==> src/rtl/flash_rd_ctrl_if.sv <==
// ---------------------------------------------------------------------------
// flash_rd_ctrl_if
// Requester-side bus of the flash read controller. The toggle handshake is
// used: a request is pending while ireq != oack, and the controller
// answers one pending request by toggling oack once the read word is on
// odata.
//
// Signals
//   ireq    requester -> controller  toggle request
//   iaddr   requester -> controller  word address [23:1]; bit 23 is ignored
//   odata   controller -> requester  read word, even byte in bits [15:8]
//   oack    controller -> requester  toggle acknowledge
//   oready  controller -> requester  flash reset and recovery are complete
//
// Modports
//   master  requester side
//   slave   controller side
// ---------------------------------------------------------------------------
interface flash_rd_ctrl_if;
    logic        ireq;
    logic [23:1] iaddr;
    logic [15:0] odata;
    logic        oack;
    logic        oready;

    modport master (output ireq, iaddr, input odata, oack, oready);
    modport slave  (input ireq, iaddr, output odata, oack, oready);
endinterface

==> src/rtl/flash_rd_ctrl.sv <==
// ---------------------------------------------------------------------------
// flash_rd_ctrl
// Read-only controller for an 8-bit parallel NOR flash. After reset it
// pulses the flash reset pin and waits out the recovery time. It then
// serves 16-bit word reads as two byte accesses: the even byte first,
// which becomes the high half, then the odd byte. Each byte address is
// held for WAIT_CYCLES+1 cycles before the data bus is sampled.
//
// Parameters
//   WAIT_CYCLES  extra cycles each byte address is held (0..255)
//   RST_CYCLES   cycles of flash reset-low and of recovery (1..65535)
//
// Ports
//   iclk       system clock
//   ireset     synchronous, active-high reset
//   bus        requester handshake (flash_rd_ctrl_if, slave side)
//   ofl_addr   flash byte address
//   ifl_dq     flash data bus
//   ofl_ce_n   chip enable, low only while a word read is in progress
//   ofl_oe_n   output enable, low only while a word read is in progress
//   ofl_we_n   write enable, held high
//   ofl_rst_n  flash reset, low during the reset-low phase
//   ofl_wp_n   write protect, held low
// ---------------------------------------------------------------------------
module flash_rd_ctrl #(
    parameter int WAIT_CYCLES = 4,
    parameter int RST_CYCLES  = 25
) (
    input  logic            iclk,
    input  logic            ireset,
    flash_rd_ctrl_if.slave  bus,
    output logic [22:0]     ofl_addr,
    input  logic [7:0]      ifl_dq,
    output logic            ofl_ce_n,
    output logic            ofl_oe_n,
    output logic            ofl_we_n,
    output logic            ofl_rst_n,
    output logic            ofl_wp_n
);

    localparam logic [7:0]  WAIT_LOAD = 8'(WAIT_CYCLES);
    localparam logic [15:0] RST_LAST  = 16'(RST_CYCLES - 1);

    typedef enum logic [2:0] {
        RST_LOW,
        RST_REC,
        IDLE,
        RD_HI,
        RD_LO
    } state_t;

    state_t      state_q,    state_d;
    logic [15:0] rst_cnt_q,  rst_cnt_d;
    logic [7:0]  wait_cnt_q, wait_cnt_d;
    logic [7:0]  hi_byte_q,  hi_byte_d;
    logic [15:0] odata_q,    odata_d;
    logic        oack_q,     oack_d;
    logic        oready_q,   oready_d;
    logic [22:0] addr_q,     addr_d;
    logic        ce_n_q,     ce_n_d;
    logic        oe_n_q,     oe_n_d;
    logic        rst_n_q,    rst_n_d;

    // The top address bit selects nothing on this flash.
    logic unused_iaddr_msb;
    assign unused_iaddr_msb = bus.iaddr[23];

    // NOTE: every signal written here gets its default first, so no path
    // through the case statement leaves one unassigned and infers a latch.
    always_comb begin
        state_d    = state_q;
        rst_cnt_d  = rst_cnt_q;
        wait_cnt_d = wait_cnt_q;
        hi_byte_d  = hi_byte_q;
        odata_d    = odata_q;
        oack_d     = oack_q;
        oready_d   = oready_q;
        addr_d     = addr_q;
        ce_n_d     = ce_n_q;
        oe_n_d     = oe_n_q;
        rst_n_d    = rst_n_q;

        case (state_q)
            RST_LOW: begin
                rst_n_d = 1'b0;
                if (rst_cnt_q == RST_LAST) begin
                    rst_cnt_d = '0;
                    rst_n_d   = 1'b1;
                    state_d   = RST_REC;
                end else begin
                    rst_cnt_d = rst_cnt_q + 16'd1;
                end
            end

            // Requests arriving here stay pending and are picked up by
            // the first IDLE edge.
            RST_REC: begin
                if (rst_cnt_q == RST_LAST) begin
                    rst_cnt_d = '0;
                    oready_d  = 1'b1;
                    state_d   = IDLE;
                end else begin
                    rst_cnt_d = rst_cnt_q + 16'd1;
                end
            end

            IDLE: begin
                if (bus.ireq != oack_q) begin
                    addr_d     = {bus.iaddr[22:1], 1'b0};
                    ce_n_d     = 1'b0;
                    oe_n_d     = 1'b0;
                    wait_cnt_d = WAIT_LOAD;
                    state_d    = RD_HI;
                end
            end

            RD_HI: begin
                if (wait_cnt_q == 8'd0) begin
                    hi_byte_d  = ifl_dq;
                    addr_d[0]  = 1'b1;
                    wait_cnt_d = WAIT_LOAD;
                    state_d    = RD_LO;
                end else begin
                    wait_cnt_d = wait_cnt_q - 8'd1;
                end
            end

            // odata and oack change on the same edge, so the word is
            // already valid when the requester sees the toggle.
            RD_LO: begin
                if (wait_cnt_q == 8'd0) begin
                    odata_d = {hi_byte_q, ifl_dq};
                    oack_d  = ~oack_q;
                    ce_n_d  = 1'b1;
                    oe_n_d  = 1'b1;
                    state_d = IDLE;
                end else begin
                    wait_cnt_d = wait_cnt_q - 8'd1;
                end
            end

            default: begin
                ce_n_d  = 1'b1;
                oe_n_d  = 1'b1;
                state_d = RST_LOW;
            end
        endcase
    end

    // NOTE: state registers use non-blocking assignments so every register
    // samples its pre-edge inputs regardless of statement order.
    always_ff @(posedge iclk) begin
        if (ireset) begin
            state_q    <= RST_LOW;
            rst_cnt_q  <= '0;
            wait_cnt_q <= '0;
            hi_byte_q  <= '0;
            odata_q    <= '0;
            oack_q     <= 1'b0;
            oready_q   <= 1'b0;
            addr_q     <= '0;
            ce_n_q     <= 1'b1;
            oe_n_q     <= 1'b1;
            rst_n_q    <= 1'b0;
        end else begin
            state_q    <= state_d;
            rst_cnt_q  <= rst_cnt_d;
            wait_cnt_q <= wait_cnt_d;
            hi_byte_q  <= hi_byte_d;
            odata_q    <= odata_d;
            oack_q     <= oack_d;
            oready_q   <= oready_d;
            addr_q     <= addr_d;
            ce_n_q     <= ce_n_d;
            oe_n_q     <= oe_n_d;
            rst_n_q    <= rst_n_d;
        end
    end

    assign bus.odata  = odata_q;
    assign bus.oack   = oack_q;
    assign bus.oready = oready_q;
    assign ofl_addr   = addr_q;
    assign ofl_ce_n   = ce_n_q;
    assign ofl_oe_n   = oe_n_q;
    assign ofl_rst_n  = rst_n_q;
    assign ofl_we_n   = 1'b1;
    assign ofl_wp_n   = 1'b0;

endmodule

==> src/flat_wrapper.sv <==
// flat-port wrapper written by rule: the top's interface ports become plain ports
module flash_rd_ctrl_flat 
#(
    parameter int WAIT_CYCLES = 4,
    parameter int RST_CYCLES  = 25
)
  (iclk, ireset, ofl_addr, ifl_dq, ofl_ce_n, ofl_oe_n, ofl_we_n, ofl_rst_n, ofl_wp_n, bus_ireq, bus_iaddr, bus_odata, bus_oack, bus_oready);
  flash_rd_ctrl_if bus_i ();
  input  logic iclk;
  input  logic ireset;
  output logic [22:0] ofl_addr;
  input  logic [7:0] ifl_dq;
  output logic ofl_ce_n;
  output logic ofl_oe_n;
  output logic ofl_we_n;
  output logic ofl_rst_n;
  output logic ofl_wp_n;
  input wire logic [$bits(bus_i.ireq)-1:0] bus_ireq;
  input wire logic [$bits(bus_i.iaddr)-1:0] bus_iaddr;
  output wire logic [$bits(bus_i.odata)-1:0] bus_odata;
  output wire logic [$bits(bus_i.oack)-1:0] bus_oack;
  output wire logic [$bits(bus_i.oready)-1:0] bus_oready;
  assign bus_i.ireq = bus_ireq;
  assign bus_i.iaddr = bus_iaddr;
  assign bus_odata = bus_i.odata;
  assign bus_oack = bus_i.oack;
  assign bus_oready = bus_i.oready;
  flash_rd_ctrl #(.WAIT_CYCLES(WAIT_CYCLES), .RST_CYCLES(RST_CYCLES)) u_core (.iclk(iclk), .ireset(ireset), .bus(bus_i), .ofl_addr(ofl_addr), .ifl_dq(ifl_dq), .ofl_ce_n(ofl_ce_n), .ofl_oe_n(ofl_oe_n), .ofl_we_n(ofl_we_n), .ofl_rst_n(ofl_rst_n), .ofl_wp_n(ofl_wp_n));
endmodule
==> config.mk <==
export PLATFORM = sky130hd
export DESIGN_NAME = flash_rd_ctrl_flat
export DESIGN_NICKNAME = d
export VERILOG_FILES = /design/src/rtl/flash_rd_ctrl_if.sv /design/src/rtl/flash_rd_ctrl.sv /design/src/flat_wrapper.sv
export SDC_FILE = /design/constraint.sdc
export NUM_CORES = 1
export LEC_CHECK = 0
export BUFFER_PORTS_ARGS = -buffer_cell sky130_fd_sc_hd__buf_4
export CAP_MARGIN = 25
export CORE_ASPECT_RATIO = 1.2
export CORE_MARGIN = 5
export CORE_UTILIZATION = 25
export CTS_BUF_LIST = sky130_fd_sc_hd__clkbuf_2
export DETAILED_ROUTE_END_ITERATION = 10
export PLACE_DENSITY = 0.4
export SLEW_MARGIN = 40
export SYNTH_ARGS = -nofsm -noshare
export SYNTH_HDL_FRONTEND = slang
export SYNTH_SLANG_ARGS = --single-unit
==> constraint.sdc <==
create_clock -name iclk -period 3.3 [get_ports iclk]
set_clock_uncertainty 0.05 [all_clocks]
set_input_delay 0.33 -clock iclk [delete_from_list [all_inputs] [get_ports iclk]]
set_output_delay 0.33 -clock iclk [all_outputs]
set_load 0.02 [all_outputs]
---- After elaboration in Yosys (flattened, before gate mapping) ----
Index checks and enable logic that the tools add are counted.
W data, S select, Z words.
storage, ports and cells
  register bits ........................... 78
  input port bits ......................... 34
  output and inout port bits .............. 46
  word-level logic and storage cells ...... 58
operators by class
  $add $sub $neg .......................... 2
  equal/unequal tests ..................... 12
  muxes and demuxes ....................... 17
  bitwise gates (word level) .............. 2
  reduce and logical (&&, ||, !) cells .... 14
operators with widths
  cell                     number
  $mux W8                  3
  $pmux W8 S3              1
  $add A16 B1 Y16 const B  1
  $eq A16 B5 Y1 const B    1
  $mux W16                 1
  $mux W3                  5
  $pmux W3 S5              1
  $ne A2 B1 Y1 const B     5
  $reduce_and A3 Y1        3
  $logic_not A8 Y1         1
  $reduce_and A2 Y1        4
  $sub A8 B1 Y8 const B    1
  $eq A3 B2 Y1 const B     2
  $reduce_and A5 Y1        1
  $mux W1                  4
  $eq A3 B1 Y1 const B     1
  $eq A3 B3 Y1 const B     1
  $logic_not A3 Y1         1
  $pmux W1 S3              1
  $reduce_bool A3 Y1       1
  $reduce_or A3 Y1         1
  $ne A2 B2 Y1 const B     1
  $not A1 Y1               2
  $pmux W1 S2              1
  3 further kinds          3

---- Longest topological paths before layout ----
  depth in word-level cells ............... 4
  depth in mapped cells ................... 8
  mapped depth without buffers ............ 6

---- Least setup slack after synthesis ----
OpenSTA, ideal clock, no wires.
  path type ............................... register -> register
  start ................................... register u_core.rst_cnt_q[2]
  end ..................................... register u_core.rst_cnt_q[15]
  setup time .............................. 0.070 ns
  arrival ................................. 1.743 ns
  data required time ...................... 3.180 ns
  setup slack ............................. 1.437 ns
  stages on the path, launching flop included .. 5
  path buffers ............................ 0
  clock period less this slack ............ 1.863 ns
  path through ............................ dfxtp_1 -> or3b_4 -> or3_4 -> or4_1 -> a21oi_1
between the ends
  cells in the longest elaborated chain, start to end .. 2
  elaborated cells between the ends (all ways) .. 3
  classes of those cells .................. 1 x add/sub; 1 x eq/ne; 1 x mux
ends and longest elaborated chain
  element                                                  line                                      text
  from (decl)                                              flash_rd_ctrl.sv:53                       logic [15:0] rst_cnt_q, rst_cnt_d;
  from (signal assigned)                                   flash_rd_ctrl.sv:167                      rst_cnt_q <= rst_cnt_d;
  $add A16 B1 Y16 / $eq A16 B5 Y1 (equally long branches)  -
  $mux W16 (*)                                             flash_rd_ctrl.sv:86, flash_rd_ctrl.sv:98
Mark *: on every way between the ends. The rest lies on a longest branch, timed or not.
A chain may end at the register's enable or synchronous reset.

---- Worst setup path in the final report ----
  start ................................... register u_core.wait_cnt_q[0]
  end ..................................... register u_core.odata_q[13] (netlist: u_core.bus.odata[13])
between the ends
  cells in the longest elaborated chain, start to end .. 2
ends and longest elaborated chain
  element                             line                  text
  from (decl)                         flash_rd_ctrl.sv:54   logic [7:0] wait_cnt_q, wait_cnt_d;
  from (signal assigned)              flash_rd_ctrl.sv:168  wait_cnt_q <= wait_cnt_d;
  $logic_not A8 Y1                    flash_rd_ctrl.sv:131  if (wait_cnt_q == 8'd0) begin
  $reduce_and A2 Y1 (no source line)  -
  to (signal assigned)                flash_rd_ctrl.sv:170  odata_q <= odata_d;
  to (decl)                           flash_rd_ctrl.sv:56   logic [15:0] odata_q, odata_d;
No other way between the ends.

==> qor.csv <==
metric,value,unit
setup_viol,0,
timing_worst_slew_pin_value,690,ps
first_pass_iters,4,
num_io_pins,80,
cts_resized,0,
die_y,134,um
hp-class,input pin to flip-flop,
start_util,0.254,
crit_start,u_core.wait_cnt_q[0],
max-vdd-ir-drop,0.144,mV
synth.top_cells.by_count,"dfxtp_1 (78), nand2_1 (54), nor2_1 (42)",
antenna_found_initial,1,
vias_per_cell,4.44,
p_int,1.17,mW
synth_edf_count,0,
reg2reg_depth,7,
synthArstFlopShare,0,
final_max_slew_viol_count,0,
root_buffer,clkbuf_2,
nNetsFinal,506,
netlist.area_leader.share,0.487,
max_clock_freq,0.469,GHz
drv_cap,0,
period_needed,2130,ps
startpoint_type,flip-flop,
synthCells,367,
rows,45,
syn_to_final_growth,35.1,%
die_w,113,um
clock_sinks,78,
grt_pass1_vias,2778,
comb_power_share,0.062,
cp-end-kind,flip-flop,
dieArea,15200,um2
synth_area_per_cell,8.74,um2
gp_congestion,0.714,
grt_pass1_wl,13900,um
relSlewSlack,0.540,
tns,0,ps
crit_type,flip-flop to flip-flop,
port_buffers,76,
drc,0,
r2r-start,u_core.wait_cnt_q[0],
yosysWarnings,0,
grt_max_degree,58,
mappedNetlistArea,3210,um2
pwr-share-seq,0.616,
synth_most_common_cell,dfxtp_1,
cts_tree,yes,
swShare,0.245,
drt_iter0_drc,136,
ant_nets,0,
grt_util_all_layers,0.115,
syn_nets,404,
clockPowerShare,0.322,
htreeDepth,3,
vias,2837,
clk_pin_slew,230,ps
rrSetupSlack,1170,ps
worstHoldStart,ireset,
crit_arrival,2510,ps
cts_made_buffers,9,
synthFlopType,dfxtp_1,
wire_per_inst,12.9,um
status,"complete, no violations",
required,3670,ps
p_total,1.54,mW
overflow,0,
fin_crit_sh,0.646,
synth_area_leaders,"dfxtp_1 (49%), mux2i_1 (8.7%), nand2_1 (6.3%), a21oi_1 (5.5%), nor2_1 (4.9%)",
crit_fanout,13,
pwr_density_cell,356,nW/um2
insertion_delay,540,ps
wl,8280,um
synth_top_area_cell,dfxtp_1,
drive_above_1_share,0.209,
hpwlAfterDp,5670,um
ys_seq_elements,78,
coreArea,12600,um2
ys_types,44,
p_switching,378,uW
leakagePower,1.81,nW
ys_seq_area_frac,0.487,
clock_path_buffers,2,
hold_depth,2,
hold_viol,0,
rsz0062_at_grt,false,
registers in the layout, summed over array words and instances (netlist names):
signal             count
u_core.bus.oack        1
u_core.bus.oready      1
u_core.ofl_rst_n       1
u_core.hi_byte_q       8
u_core.bus.odata      16
u_core.state_q         3
u_core.ofl_ce_n        1
u_core.wait_cnt_q      8
u_core.rst_cnt_q      16
u_core.ofl_addr       23
cell families (layout without fill, tap and decap cells):
logic type / after synthesis / after routing / share of synthesized area
flip-flops: 78 / 78 / 0.487
adder cells (fa/ha/maj): 3 / 3 / 0.0117
AND/OR/NAND/NOR: 155 / 155 / 0.230
buffers and inverters: 30 / 136 / 0.0398
multiplexers: 28 / 28 / 0.0874
XOR/XNOR: 14 / 14 / 0.0382
other: 2 / 4 / 0.00234
AO/OA/AOI/OAI: 57 / 57 / 0.104
worst paths after layout:
path,to
max,u_core.bus.odata[13]
min reg2reg,u_core.bus.oready
max reg2reg,u_core.bus.odata[13]
min,u_core.bus.odata[11]
cell type report:
cell class              instances  area, um2
fillers                      1376       8280
inverters                      11       41.3
flip-flops and latches         78       1560
multi-input cells             259       1520
diodes                          2       5.00
repair buffers                110        901
clock inverters                 6       53.8
clock buffers                   9       45.0
well taps                     164        205
layout by cell type (no fill, tap or decap), types with 2 or more instances in the layout:
master / netlist / layout
nand3_1: 15 / 15
buf_4: 3 / 80
nand2_1: 54 / 53
nand4_1: 6 / 6
dlygate4sd3_1: 0 / 30
nor2_1: 42 / 42
inv_1: 11 / 11
nor3b_1: 3 / 3
a21o_1: 2 / 2
a31oi_1: 2 / 2
o21ai_0: 4 / 4
clkbuf_2: 0 / 9
nand3b_1: 4 / 4
o31ai_1: 2 / 2
o211ai_1: 2 / 2
mux2i_1: 28 / 28
a211oi_1: 3 / 3
or4_1: 4 / 4
xor2_1: 4 / 4
ha_1: 3 / 3
xnor2_1: 10 / 10
diode_2: 0 / 2
nor3_1: 5 / 5
or2_2: 2 / 2
a21oi_1: 35 / 35
a21boi_0: 2 / 2
conb_1: 2 / 2
clkinv_1: 0 / 3
dfxtp_1: 78 / 78
or3_1: 2 / 2
nor4_1: 8 / 8
worst max-delay path, cell delays in order (launching register included):
cell	delay [ps]
dfxtp_1	370
inv_1	60
ha_1	230
nor3b_1	350
nand3_1	390
buf_4	360
mux2i_1	170
nor2_1	50
repair_timing:
item,CTS,global route
setup buffers,0,0
hold endpoints to repair,38,0
hold buffers,30,0
stage by stage:
stage / hold slack [ps] / instance area (um2) / util / setup WS, ps / instances
6_report: 219 / 4330 / 0.344 / 1170 / 639
3_3_place_gp: 391 / 3930 / 0.311 / 1180 / 592
2_1_floorplan: 402 / 3210 / - / 1440 / 367
3_5_place_dp: 396 / 3930 / 0.311 / 1150 / 592
4_1_cts: 156 / 4330 / 0.343 / 1130 / 637
5_1_grt: 179 / 4330 / 0.344 / 836 / 639
metal layers:
| layer | wire length (um) | global-route usage | vias up |
|---|---|---|---|
| li1 | - | - | 1462 |
| met1 | 3580 | 0.139 | 1313 |
| met2 | 4100 | 0.182 | 51 |
| met3 | 420 | 0.0370 | 11 |
| met4 | 167 | 0.0581 | 0 |
| met5 | 0 | 0 | - |
power by group through the flow:
stage                     clock network [mW]  logic, mW  registers, mW
after floorplan                            0     0.0312          0.969
after global placement                     0     0.0679          0.969
after detailed placement                   0     0.0683          0.970
after CTS                              0.531     0.0979          0.952
after global routing                   0.574      0.106          0.953
final                                  0.497     0.0961          0.951
No activity file was read; power rests on OpenSTA's default activity.
